===== src/rtl/bus_arbiter.sv =====
// Round-robin arbiter driving the selector of a shared bus register.
// Grants may be extended by lock for bursts, capped at max_hold cycles.
module bus_arbiter #(
    parameter int count    = 4,
    parameter int max_hold = 4
) (
    input  logic                             clock,
    input  logic                             reset,
    input  logic [count-1:0]                 request,
    input  logic                             lock,
    output logic [count-1:0]                 grant,
    output logic [$clog2(count + 1)-1:0]     selector,
    output logic                             busy,
    output logic [$clog2(max_hold + 1)-1:0]  hold_count,
    output logic                             state_debug
);

    localparam int SEL_W  = $clog2(count + 1);
    localparam int HOLD_W = $clog2(max_hold + 1);
    localparam int PTR_W  = (count > 1) ? $clog2(count) : 1;

    typedef enum logic {
        IDLE  = 1'b0,
        GRANT = 1'b1
    } arb_state_t;

    arb_state_t              state, state_n;
    logic [PTR_W-1:0]        ptr, ptr_n;
    logic [PTR_W-1:0]        owner;
    logic [PTR_W-1:0]        scan_idx;
    logic [PTR_W-1:0]        win_idx;
    logic                    win_found;
    logic                    keep_grant;
    logic [count-1:0]        grant_n;
    logic [SEL_W-1:0]        selector_n;
    logic                    busy_n;
    logic [HOLD_W-1:0]       hold_n;

    // Handshake: request[i] is a level held by requester i; grant[i] is the
    // registered answer, and the bus register latches selector one edge later.
    assign owner       = selector[PTR_W-1:0];
    assign state_debug = (state == GRANT);

    // Search upward from the pointer with wrap-around; first hit wins.
    always_comb begin
        win_found = 1'b0;
        win_idx   = '0;
        scan_idx  = '0;
        for (int k = 0; k < count; k++) begin
            scan_idx = PTR_W'((int'(ptr) + k) % count);
            if (!win_found && request[scan_idx]) begin
                win_found = 1'b1;
                win_idx   = scan_idx;
            end
        end
    end

    assign keep_grant = (state == GRANT) && request[owner] && lock &&
                        (hold_count < HOLD_W'(max_hold));

    always_comb begin
        state_n    = state;
        ptr_n      = ptr;
        grant_n    = grant;
        selector_n = selector;
        busy_n     = busy;
        hold_n     = hold_count;
        if (keep_grant) begin
            hold_n = hold_count + HOLD_W'(1);
        end else if (win_found) begin
            // Release and re-arbitrate on the same edge, no idle bubble.
            state_n    = GRANT;
            grant_n    = {{(count-1){1'b0}}, 1'b1} << win_idx;
            selector_n = SEL_W'(win_idx);
            busy_n     = 1'b1;
            hold_n     = HOLD_W'(1);
            ptr_n      = (win_idx == PTR_W'(count - 1)) ? '0 : win_idx + PTR_W'(1);
        end else begin
            state_n    = IDLE;
            grant_n    = '0;
            selector_n = '1;
            busy_n     = 1'b0;
            hold_n     = '0;
        end
    end

    always_ff @(posedge clock) begin
        if (!reset) begin
            state      <= IDLE;
            ptr        <= '0;
            grant      <= '0;
            selector   <= '1;
            busy       <= 1'b0;
            hold_count <= '0;
        end else begin
            state      <= state_n;
            ptr        <= ptr_n;
            grant      <= grant_n;
            selector   <= selector_n;
            busy       <= busy_n;
            hold_count <= hold_n;
        end
    end

endmodule


===== config.mk =====
export PLATFORM = sky130hd
export DESIGN_NAME = bus_arbiter
export DESIGN_NICKNAME = d
export VERILOG_FILES = /design/src/rtl/bus_arbiter.sv
export SDC_FILE = /design/constraint.sdc
export NUM_CORES = 1
export LEC_CHECK = 0
export ABC_AREA = 1
export CAP_MARGIN = 20
export CORE_MARGIN = 8
export CORE_UTILIZATION = 54
export CTS_BUF_LIST = sky130_fd_sc_hd__clkbuf_8
export DETAILED_ROUTE_END_ITERATION = 12
export GPL_ROUTABILITY_DRIVEN = 0
export HOLD_SLACK_MARGIN = 0.02
export PLACE_DENSITY = 0.85
export SLEW_MARGIN = 5
export SYNTH_ARGS = -nofsm -noshare
export SYNTH_HDL_FRONTEND = slang
export SYNTH_SLANG_ARGS = --single-unit

===== constraint.sdc =====
create_clock -name clock -period 4.8 [get_ports clock]
set_input_delay 1.2 -clock clock [delete_from_list [all_inputs] [get_ports clock]]
set_output_delay 1.2 -clock clock [all_outputs]
set_load 0.02 [all_outputs]

# Word level (Yosys, flattened, before mapping)
# Cells that the tools add are included.
# Widths: inputs -> output; s select.
dict set report totals {
  wordCells 53
  inputBits 7
  latch_bits 0
  out_inout_bits 12
  reg_bits 13
  ram_bits 0
  mem_count 0
  romBits 0
}
dict set report op_classes {
  div 0
  add_sub_neg 5
  n_mux 24
  eq_ne 1
  n_mul 0
  reduce_logical 10
  n_bitwise 1
  order_cmp 6
  n_shift 1
}
# op count
set ops {}
lappend ops {{$lt 2x3->1 const B} 5}
lappend ops {{$mux 1} 11}
lappend ops {{$bmux 1 s2} 5}
lappend ops {{$mux 2} 5}
lappend ops {{$logic_and 1x1->1} 6}
lappend ops {{$mux 3} 2}
lappend ops {{$add 2x1->2 const B} 2}
lappend ops {{$add 2x2->2 const B} 2}
lappend ops {{$mux 4} 1}
lappend ops {{$shl 1x2->4 const A} 1}
lappend ops {{$add 3x1->3 const B} 1}
lappend ops {{$logic_not 1->1} 3}
lappend ops {{$lt 3x3->1 const B} 1}
lappend ops {{$eq 2x2->1 const B} 1}
lappend ops {{$reduce_and 2->1} 1}
lappend ops {{$not 1->1} 1}

# Longest topological paths before layout
dict set report logic_depth {
  word_depth 14
  ltp_mapped 15
  depth_no_buf 14
}

# Least setup slack after synthesis
# No wires, ideal clock.
dict set report synth_path {
  path_kind {input to register}
  from {input port request[1]}
  to {register ptr[1]}
  setup_ps 115
  arrival_time_ps 2387
  path_buffers 0
  required_ps 4685
  setup_slack_ps 2298
  path_stages 14
  cell_sequence {inv_1 nand2_1 nand3_1 nand2_2 inv_1 nand2_1 nand2_1 nand2_1 inv_1 nand2_1 inv_1 ha_1 o21ai_1 nor2_1}
}
dict set report synth_via {
  elab_chain_cells 14
  elab_cells_between_ends 32
  classes_between {1 x add/sub; 1 x eq/ne; 19 x mux; 1 x bitwise; 10 x reduce/logical}
}
# item line
set synth_rtl {}
lappend synth_rtl {{start, declared} 9} ;# input logic [count-1:0] request,
lappend synth_rtl {{$bmux 1 s2} 51} ;# if (!win_found && request[scan_idx]) begin
lappend synth_rtl {{$mux 1 (not written as such)} 51}
lappend synth_rtl {{$mux 1} 51}
lappend synth_rtl {{$logic_not 1->1} 51}
lappend synth_rtl {{$logic_and 1x1->1} 51}
lappend synth_rtl {{$mux 1} 51}
lappend synth_rtl {{$logic_not 1->1} 51}
lappend synth_rtl {{$logic_and 1x1->1} 51}
lappend synth_rtl {{$mux 1} 51}
lappend synth_rtl {{$logic_not 1->1} 51}
lappend synth_rtl {{$logic_and 1x1->1} 51}
lappend synth_rtl {{$mux 2} 51}
lappend synth_rtl {{$add 2x1->2 or $eq 2x2->1 (tied branches)} 77} ;# ptr_n = (win_idx == PTR_W'(count - 1)) ? '0 : win_idx + PTR_W'(1);
lappend synth_rtl {{$mux 2} 77}
lappend synth_rtl {{end signal, assigned} 97} ;# ptr <= ptr_n;
lappend synth_rtl {{end, declared} 28} ;# logic [PTR_W-1:0] ptr, ptr_n;
# Parallel ways exist; a longest one is shown, timed or not. The select of a mux whose other input is x is not followed.
# A chain may end at the register's enable or synchronous reset.

# Worst setup path in the final report
dict set report layout_path {
  from {input port request[3]}
  to {register ptr[1]}
}
# The elaborated chain is that of the path after synthesis.

==> out/metrics.csv <==
metric;value;unit
topRoutingLayerUsed;met4;
cts-root-buf;clkbuf_8;
drtPass1Iterations;4;
r2r_setup_slack;2.73;ns
syn_to_final_growth;27.7;%
fp.dieH;54.9;µm
finalNetCount;151;
avgRoutedWirePerCell;11.0;µm
drc;0;
power_density;671;mW/mm²
track_usage;12.4;%
reg2reg_depth;14;
hold_slack;0.453;ns
grt_pass1_vias;723;
clk_path_buf_depth;2;
r2r-start;ptr[0];
rows;14;
finalCritPeriodShare;61.5;%
min_path_type;register to register;
setup_violations;0;
place_inst;150;
end_kind;register;
core;0.00147;mm²
vias;757;
chipWidth;54.9;µm
hold_buffers;0;
yosysWarningCount;0;
holdPathEnd;selector[2];
fin_tns_setup;0;ns
synthCells;118;
path_max_fanout;3;
syn-cell-area;818;µm²
htreeDepth;1;
dp_hpwl;1400;µm
crit_required;4.93;ns
cts.sinks;13;
via_per_inst;4.92;
slew-limit-headroom;73.4;%
dpl_worst_slack;1.62;ns
clk_latency;0.24;ns
wl_met2;896;µm
ff_latch_area;260;µm²
multiInputGateArea;452;µm²
p_total;701;µW
finClkSkew;0.000924;ns
antenna_cells;0;
start_util;55.6;%
met3_length;46;µm
hold_violations;0;
rsz0062_at_grt;false;
fin_crit;2.95;ns
syn_area_per_cell;6.93;µm²
setup_ws;1.85;ns
grt_max_degree;10;
ys_types;21;
port_buffers;18;
cts_tree;built;
max_clock_freq;0.339;GHz
post-cts-setup-buffers;0;
crit_arrival;3.08;ns
dieArea;0.00302;mm²
synth_seq_cells;13;
ctsResizeCount;0;
cp-start-kind;input pin;
antenna_found_initial;0;
synth_seq_area_share;31.8;%
wl_met1;731;µm
hp-start;selector[2];
wl;1700;µm
drt_first_iter_violations;12;
slew_viol_final;0;
hold_depth;2;
drtAntennaViolNets;0;
reg2reg_to;ptr[1];
gr-total-overflow;0;
nFillCells;128;
drive_gt1_share;12.3;%
numCtsBuffers;3;
status;finished, final reports clean;
max_cap_violations;0;
io_pins;19;
critPathKind;input pin to register;
tightest_slew;0.398;ns
peakVddDrop;410;µV
cts.clk_slew.worst_paths;0.05;ns
syn-num-nets;130;
power_leakage;0.532;nW
fin_cells;154;
grt_pass1_wl;2850;µm
## metrics by stage
step                      cell area, µm²  utilization [%]
final                               1040             71.0
after floorplan                      818                -
after detailed placement            1000             67.9
after global routing                1040             71.0
after global placement              1000             67.9
after CTS                           1040             71.0
## where the power goes
part | switching [mW] | internal [mW]
Clock | 0.0370 | 0.0563
Sequential | 0.0352 | 0.145
Combinational | 0.265 | 0.163
Total | 0.337 | 0.365
## cell usage in the layout (no fill, tap or decap), drive strengths merged
master | Yosys | final
dfxtp | 13 | 13
nand2 | 41 | 41
ha | 5 | 5
clkdlybuf4s50 | 0 | 18
nand3 | 12 | 12
a21oi | 4 | 4
clkbuf | 0 | 3
and3b | 1 | 1
o21ai | 10 | 10
inv | 22 | 23
nand4 | 1 | 1
nor2 | 7 | 7
## flip-flops by register name, summed over array words and instances (netlist names)
name,count
grant,4
ptr,2
hold_count,3
selector,3
state_debug,1
## critical path, stage by stage
cell and delay, ns:
clkdlybuf4s50_1 0.50, inv_1 0.05, nand2_1 0.07, nand3_1 0.11
nand2_2 0.15, inv_1 0.07, nand2_1 0.06, nand2_1 0.04
nand2_1 0.09, inv_1 0.07, nand2_1 0.11, inv_1 0.08
ha_1 0.29, o21ai_1 0.15, nor2_1 0.05
## area by class of cell
type                            count  share of cell area, %
Sequential cell                    13                   24.9
Clock inverter                      1                  0.359
Timing Repair Buffer               18                   17.2
Inverter                           22                   8.38
Clock buffer                        3                   3.95
Tap cell                           16                   1.92
Multi-Input combinational cell     81                   43.2
## cell usage after synthesis
cell type,number,share of area [%]
dfxtp_1,13,32
nand4_1,1,0.77
nand3_2,1,1.2
buf_6,1,1.4
nor2_1,6,2.8
buf_4,1,0.92
o21ai_0,3,1.8
nand2_2,3,2.3
inv_6,1,1.1
nand3_1,10,6.1
and3b_1,1,1.1
nand2_4,2,2.8
nand3_4,1,2.1
ha_1,5,7.6
inv_2,3,1.4
o21ai_1,7,4.3
inv_1,18,8.3
nor2_8,1,2.4
nand2_1,36,17
a21oi_2,2,2.1
a21oi_1,2,1.2
## metal layers
| metal | vias to the layer above | GRT usage [%] |
|---|---|---|
| met1 | 334 | 13.4 |
| li1 | 404 | - |
| met2 | 14 | 22.6 |
| met5 | - | 0 |
| met4 | 0 | 4.80 |
| met3 | 5 | 3.21 |
## logic make-up (layout without fill, tap and decap cells)
family                   after synthesis  count (layout)  synth area share (%)
adder cells (fa/ha/maj)                5               5                  7.65
flip-flops                            13              13                  31.8
AND/OR/NAND/NOR                       62              62                  38.1
buffers and inverters                 24              44                  13.0
AO/OA/AOI/OAI                         14              14                  9.48
## how the worst max path moves through the flow
| stage | from | endpoint | slack (ns) | depth (start not counted) |
|---|---|---|---|---|
| 6_report | request[3] | ptr[1] | 1.85 | 15 |
| 5_1_grt | request[3] | ptr[1] | 1.66 | 15 |
| 4_1_cts | request[3] | ptr[1] | 1.87 | 15 |
| 3_5_place_dp | request[3] | ptr[1] | 1.62 | 15 |
| 3_3_place_gp | request[0] | ptr[1] | 1.69 | 15 |
| 2_1_floorplan | request[1] | ptr[1] | 2.30 | 14 |
(Power assumes the default switching activity.)
